$ cat src/rtl/if_fetch.sv
// rtl/if_fetch.sv - RISC-V instruction-fetch stage: PC, instruction bus master, IF/DE register
//
// Owns the program counter and keeps at most one instruction-bus read
// outstanding. It presents each fetched word to decode. A response that
// arrives while decode is stalled is parked in a one-entry hold buffer.
//
// Ports:
//   clk, rst_n      rising-edge clock, synchronous active-low reset
//   jump_flag_i     redirect from the pipeline controller (highest priority)
//   jump_addr_i     redirect target, valid with jump_flag_i
//   stall_i[0]      hold PC / block issuing a new request
//   stall_i[1]      hold the IF/DE output register
//   ibus_req_o      read request (registered state only)
//   ibus_addr_o     request address (= pc)
//   ibus_gnt_i      request accepted this cycle
//   ibus_rvalid_i   read data valid
//   ibus_rdata_i    read data
//   inst_o          instruction to decode (NOP_INST on bubbles)
//   inst_addr_o     PC of inst_o
//   inst_valid_o    inst_o is a real fetched instruction

module if_fetch #(
  parameter logic [31:0] RESET_PC = 32'h0000_0000,
  parameter logic [31:0] NOP_INST = 32'h0000_0013
) (
  input  logic        clk,
  input  logic        rst_n,
  input  logic        jump_flag_i,
  input  logic [31:0] jump_addr_i,
  input  logic [1:0]  stall_i,
  output logic        ibus_req_o,
  output logic [31:0] ibus_addr_o,
  input  logic        ibus_gnt_i,
  input  logic        ibus_rvalid_i,
  input  logic [31:0] ibus_rdata_i,
  output logic [31:0] inst_o,
  output logic [31:0] inst_addr_o,
  output logic        inst_valid_o
);

  typedef enum logic [1:0] {
    S_IDLE = 2'd0,
    S_REQ  = 2'd1,
    S_WAIT = 2'd2,
    S_HOLD = 2'd3
  } state_t;

  state_t      state_q, state_d;
  state_t      resume_st;
  logic [31:0] pc_q, pc_d;
  logic [31:0] fetch_addr_q, fetch_addr_d;
  logic        kill_q, kill_d;
  logic [31:0] buf_data_q, buf_data_d;
  logic [31:0] buf_addr_q, buf_addr_d;
  logic        buf_full_q, buf_full_d;
  logic [31:0] inst_q, inst_d;
  logic [31:0] inst_addr_q, inst_addr_d;
  logic        inst_valid_q, inst_valid_d;

  // Bus outputs come straight from registers so they never depend on gnt.
  assign ibus_req_o   = (state_q == S_REQ);
  assign ibus_addr_o  = pc_q;
  assign inst_o       = inst_q;
  assign inst_addr_o  = inst_addr_q;
  assign inst_valid_o = inst_valid_q;

  // Where to go once a transaction finishes: issue again unless PC is held.
  assign resume_st = stall_i[0] ? S_IDLE : S_REQ;

  always_comb begin
    state_d      = state_q;
    pc_d         = pc_q;
    fetch_addr_d = fetch_addr_q;
    kill_d       = kill_q;
    buf_data_d   = buf_data_q;
    buf_addr_d   = buf_addr_q;
    buf_full_d   = buf_full_q;
    // Without a load, the output register either holds or turns into a bubble.
    // A bubble keeps the last address.
    inst_d       = stall_i[1] ? inst_q : NOP_INST;
    inst_addr_d  = inst_addr_q;
    inst_valid_d = stall_i[1] ? inst_valid_q : 1'b0;

    if (jump_flag_i) begin
      pc_d         = jump_addr_i;
      inst_d       = NOP_INST;
      inst_addr_d  = jump_addr_i;
      inst_valid_d = 1'b0;
      buf_full_d   = 1'b0;
      case (state_q)
        S_REQ: begin
          // A grant in the redirect cycle fetches a stale address. Wait out its
          // response and drop it. The pc stays at the target.
          if (ibus_gnt_i) begin
            state_d = S_WAIT;
            kill_d  = 1'b1;
          end else begin
            state_d = resume_st;
          end
        end
        S_WAIT: begin
          if (ibus_rvalid_i) begin
            kill_d  = 1'b0;
            state_d = resume_st;
          end else begin
            kill_d = 1'b1;
          end
        end
        default: state_d = resume_st;
      endcase
    end else begin
      case (state_q)
        S_IDLE: begin
          if (!stall_i[0]) state_d = S_REQ;
        end
        S_REQ: begin
          // Once in REQ the request stays up until granted, even if stall_i[0] rises.
          if (ibus_gnt_i) begin
            fetch_addr_d = pc_q;
            pc_d         = pc_q + 32'd4;
            state_d      = S_WAIT;
          end
        end
        S_WAIT: begin
          if (ibus_rvalid_i) begin
            if (kill_q) begin
              kill_d  = 1'b0;
              state_d = resume_st;
            end else if (!stall_i[1]) begin
              inst_d       = ibus_rdata_i;
              inst_addr_d  = fetch_addr_q;
              inst_valid_d = 1'b1;
              state_d      = resume_st;
            end else begin
              buf_data_d = ibus_rdata_i;
              buf_addr_d = fetch_addr_q;
              buf_full_d = 1'b1;
              state_d    = S_HOLD;
            end
          end
        end
        S_HOLD: begin
          if (!stall_i[1] && buf_full_q) begin
            inst_d       = buf_data_q;
            inst_addr_d  = buf_addr_q;
            inst_valid_d = 1'b1;
            buf_full_d   = 1'b0;
            state_d      = resume_st;
          end
        end
        default: state_d = S_IDLE;
      endcase
    end
  end

  always_ff @(posedge clk) begin
    if (!rst_n) begin
      state_q      <= S_IDLE;
      pc_q         <= RESET_PC;
      fetch_addr_q <= RESET_PC;
      kill_q       <= 1'b0;
      buf_data_q   <= 32'h0;
      buf_addr_q   <= 32'h0;
      buf_full_q   <= 1'b0;
      inst_q       <= NOP_INST;
      inst_addr_q  <= 32'h0;
      inst_valid_q <= 1'b0;
    end else begin
      state_q      <= state_d;
      pc_q         <= pc_d;
      fetch_addr_q <= fetch_addr_d;
      kill_q       <= kill_d;
      buf_data_q   <= buf_data_d;
      buf_addr_q   <= buf_addr_d;
      buf_full_q   <= buf_full_d;
      inst_q       <= inst_d;
      inst_addr_q  <= inst_addr_d;
      inst_valid_q <= inst_valid_d;
    end
  end

endmodule

$ cat config.mk
export PLATFORM = sky130hd
export DESIGN_NAME = if_fetch
export DESIGN_NICKNAME = d
export VERILOG_FILES = /design/src/rtl/if_fetch.sv
export SDC_FILE = /design/constraint.sdc
export NUM_CORES = 1
export LEC_CHECK = 0
export BUFFER_PORTS_ARGS = -buffer_cell sky130_fd_sc_hd__buf_2
export CAP_MARGIN = 20
export CORE_ASPECT_RATIO = 0.6
export CORE_MARGIN = 2
export CORE_UTILIZATION = 30
export DETAILED_ROUTE_END_ITERATION = 12
export SKIP_CTS_REPAIR_TIMING = 1
export SLEW_MARGIN = 0
export SYNTH_ARGS = -nofsm -noshare
export SYNTH_HDL_FRONTEND = slang
export SYNTH_SLANG_ARGS = --single-unit
$ cat constraint.sdc
create_clock -name clk -period 2.4 [get_ports clk]
set_input_delay 0.36 -clock clk [delete_from_list [all_inputs] [get_ports clk]]
set_output_delay 0.36 -clock clk [all_outputs]
set_load 0.01 [all_outputs]
* Word-level counts from Yosys, hierarchy flattened *
Index checks and enable logic that the tools add are counted.
W data, S select, Z words.

cells by class
  add/sub/neg operators = 1
  eq/ne operators = 14
  muxes and demuxes = 44
  bitwise logic cells = 3
  reductions and logical operators = 18

operator list
  operator                 number
  $mux W32                 13
  $pmux W32 S2             2
  $add A32 B3 Y32 const B  1
  $mux W2                  9
  $mux W1                  15
  $ne A3 B3 Y1 const B     5
  $reduce_and A5 Y1        3
  $reduce_bool A2 Y1       6
  $ne A2 B2 Y1 const B     4
  $pmux W2 S4              1
  $reduce_and A4 Y1        2
  $ne A3 B2 Y1 const B     2
  $pmux W1 S2              3
  $eq A2 B2 Y1 const B     2
  $pmux W2 S2              1
  $not A1 Y1               3
  $reduce_and A3 Y1        1
  $reduce_bool A3 Y1       1
  $eq A2 B1 Y1 const B     1
  $logic_not A2 Y1         1
  $reduce_and A2 Y1        1
  $reduce_or A2 Y1         1
  $logic_and A1 B1 Y1      1
  $logic_not A1 Y1         1

word-level totals
  bits in registers = 197
  input bits = 71
  output and inout port bits = 98
  word-level logic and storage cells = 90

* Logic depth before layout (Yosys ltp) *
  depth in word-level cells = 6
  gate-level depth with buffers = 10

* Worst setup path before layout *
No wires, ideal clock.

  path kind = flip-flop to flip-flop
  from = register state_q[0]
  to = register buf_addr_q[10]
  library setup time = 132 ps
  arrival time = 1799 ps
  slack = 468 ps
  stages on the path, launching flop included = 10
  buffers on the path = 3
  clock period less this slack = 1932 ps
  path through = dfxtp_1 inv_1 ha_1 buf_2 nand3_1 or3b_2 clkbuf_1 clkbuf_1 nand2_1 a21oi_1

between the ends
  cells in the longest elaborated chain, start to end = 2

RTL lines
  element                             line  text
  start: declaration                  48    state_t state_q, state_d;
  start signal: assignment            169   state_q <= state_d;
  $eq A2 B2 Y1                        112   case (state_q)
  $reduce_and A5 Y1 (no source line)  -
  end signal: assignment              174   buf_addr_q <= buf_addr_d;
  end: declaration                    54    logic [31:0] buf_addr_q, buf_addr_d;

Every way passes these cells.
A chain may end at the register's enable or synchronous reset.

* Worst setup path in the final report *
  from = register state_q[1]
  to = register pc_q[25], in the netlist ibus_addr_o[25]

between the ends
  cells in the longest elaborated chain, start to end = 3

RTL lines
  element                              line  text
  $eq A2 B1 Y1                         112
  $reduce_bool A2 Y1 (no source line)  -
  $reduce_and A2 Y1 (no source line)   -
  end signal: assignment               170   pc_q <= pc_d;
  end: declaration                     50    logic [31:0] pc_q, pc_d;

Every way passes these cells.

==> results.py <==
metrics = {
    "setup_path": {
        "r2r_start": "state_q[1]$_SDFFE_PN0P_",
        "rrSetupSlack_ps": 300,
        "required_ps": 2730,
        "cp_max_fo": 8,
        "path_class": "reg2reg",
        "start_kind": "flip-flop",
        "reg2reg_to": "ibus_addr_o[25]$_SDFFE_PN0P_",
        "cp-end-kind": "flip-flop",
        "ff2ff_path_depth": 7,
        "crit_arrival_ps": 2430,
    },
    "timing": {
        "hold_viol": 0,
        "finClkSkew_ps": 10.27,
        "period_share_pct": 87.38,
        "timing.setup.tns_ps": 0,
        "period_minus_slack_ps": 2097,
        "max_freq_ghz": 0.4768,
        "max_slew_margin_pct": 62.79,
        "drv_slew": 0,
        "hold_ws_ps": 158.2,
        "worst_pin_slew_ps": 558.2,
        "setup_viol_count_final": 0,
        "rsz0062_at_grt": "no",
    },
    "global_route": {
        "overflow": 0,
        "grt_usage_pct": 18.25,
        "grt_use_met1_pct": 28.28,
        "grt_util_met3_pct": 4.460,
        "met2_usage_pct": 24.64,
        "antenna_found_initial": 2,
        "grt_pass1_vias": 7004,
        "grt_max_degree": 68,
        "grt_pass1_wl_mm": 41.10,
        "top_usage_layer": "met1",
    },
    "logic_synthesis": {
        "syn_inst": 1003,
        "ys_ff_latch": 197,
        "synth_warnings": 0,
        "yosysTopAreaCell": "dfxtp_1",
        "synth_ff_type": "dfxtp_1",
        "synth_most_common_cell": "nand2_1",
        "syn_area_um2": 8245,
        "netlist-cell-type-count": 54,
        "synth_edf_count": 0,
        "synth_area_leaders": "dfxtp_1 48%, nand2_1 13%, a21oi_1 9.3%",
        "avgSynthCellArea_um2": 8.221,
        "synth_seq_area_share_pct": 47.83,
        "synth_top_area_share_pct": 47.83,
        "synth_nets": 1080,
        "ys_top_cells_by_count": "277 x nand2_1, 197 x dfxtp_1, 154 x a21oi_1, 60 x clkbuf_1, 44 x nor2_1",
        "synth-async-reset-ratio_pct": 0,
    },
    "layout": {
        "area_growth_syn_to_layout_pct": 22.49,
        "multiInputGateArea_um2": 3929,
        "fill_cells": 2763,
        "final_nets": 1222,
        "drive_gt1_share_pct": 21.93,
        "ff_latch_area_um2": 3944,
        "finalNonFillerCells": 1520,
        "final_util_pct": 37.82,
    },
    "route": {
        "first_pass_iters": 8,
        "wl_per_cell_um": 17.23,
        "drc": 0,
        "drtAntennaViolNets": 0,
        "routed_wl_mm": 26.18,
        "via_per_inst": 5.041,
        "dr_total_vias": 7662,
        "drtIter0Drc": 661,
    },
    "die": {
        "start_util_pct": 30.88,
        "die_area_um2": 28870,
        "die_y_um": 132.4,
        "io_pins": 169,
        "rows": 46,
        "die_w_um": 218.0,
        "core-area_um2": 26710,
    },
    "min_path": {
        "min_to": "buf_data_q[20]$_SDFFE_PN0P_",
        "hp-class": "in2reg",
        "hold_path_depth": 3,
        "worstHoldStart": "ibus_rdata_i[20]",
    },
    "clock_tree": {
        "clkLatencyLatePin_ps": 450,
        "clkTransAtPathRegs_ps": 80,
        "htreeDepth": 4,
        "clk_path_buf_depth": 2,
        "cts_inserted_buffers": 17,
        "root_buffer": "clkbuf_16",
        "tritoncts": "done",
        "clock_sinks": 197,
    },
    "placed_design": {
        "place_congestion": 0.7982,
        "io_buffers": 168,
        "dpl.hpwl_mm": 17.74,
        "placedCellCount": 1486,
    },
    "flow_run": {
        "maxCapViolCount": 0,
    },
    "pwr": {
        "total_power_mw": 7.083,
        "ir_worst_vdd_uv": 427.2,
        "leakagePower_nw": 3.679,
        "power_density_nw_per_um2": 701.3,
    },
    "outcome": {
        "outcome": "finished clean",
    },
}
## kinds of logic after synthesis
logic type	synth area share, %
xor gates and xnor gates	2.549
and+or+nand+nor	19.53
buffers and inverters	4.825
DFF	47.83
muxes	4.249
AOI/OAI and AO/OA	20.11
adders and majority gates	0.9104
## per-layer routing
metal,vias to the layer above,wire length [um]
met4,0,252
met5,-,0
li1,3776,-
met3,18,1854
met2,225,10640
met1,3643,13430
## power by group
| part | internal (mW) | switching, mW |
|---|---|---|
| combinational | 0.310 | 0.510 |
| clock | 1.38 | 1.43 |
| sequential | 3.37 | 0.0885 |
| total | 5.06 | 2.03 |
## state kept, by name, indices dropped and copies added, names as in the netlist, 2 cells and up
| name | count |
|---|---|
| buf_data_q | 32 |
| inst_o | 32 |
| fetch_addr_q | 32 |
| state_q | 2 |
| ibus_addr_o | 32 |
| inst_addr_o | 32 |
| buf_addr_q | 32 |
## cell usage in the layout (no fill, tap or decap), types with 5 or more instances in the layout
cell and instances:
nand2_1 277, dfxtp_1 197, buf_2 168, a21oi_1 154, nor2_1 42, mux2i_1 35, o211ai_1 33, buf_4 30
a222oi_1 29, o21ai_0 28, xnor2_1 19, clkbuf_16 17, nand3_1 14, inv_1 9, nor3_1 7, nor4_1 6
nand4_1 5, a31oi_1 5, xor2_1 5, and4_1 5, ha_1 5, inv_8 5, buf_12 5
## final cells by class
cell class	instances	share of cell area [%]
Sequential cell	197	39.05
Timing Repair Buffer	203	11.55
Inverter	11	0.4336
Tap cell	360	4.460
Multi-Input combinational cell	715	38.90
Clock inverter	15	1.350
Clock buffer	17	4.212
Antenna cell	2	0.04955
## worst max-delay path by stage
stage / from / end / slack (ps)
floorplan: state_q[0]$_SDFFE_PN0P_ / buf_addr_q[10]$_SDFFE_PN0P_ / 470
global placement: state_q[0]$_SDFFE_PN0P_ / inst_o[4]$_SDFF_PP1_ / 410
detailed placement: state_q[1]$_SDFFE_PN0P_ / ibus_addr_o[25]$_SDFFE_PN0P_ / 350
CTS: state_q[1]$_SDFFE_PN0P_ / ibus_addr_o[25]$_SDFFE_PN0P_ / 330
global route: state_q[1]$_SDFFE_PN0P_ / ibus_addr_o[25]$_SDFFE_PN0P_ / 70
finish: state_q[1]$_SDFFE_PN0P_ / ibus_addr_o[25]$_SDFFE_PN0P_ / 300
## per-stage QoR
step	setup slack, ps	area (um^2)
floorplan	468.4	8245
global placement	405.8	9533
detailed placement	350.4	9533
CTS	325.6	10090
global route	70.19	10100
finish	302.8	10100
## critical path, stage by stage (launching register included)
cell     delay (ps)
dfxtp_1         340
inv_1           120
ha_1            310
and4_1          380
nand4_4         220
nor4_1          380
xnor2_1         160
a21oi_1          80
(Power assumes the default switching activity.)
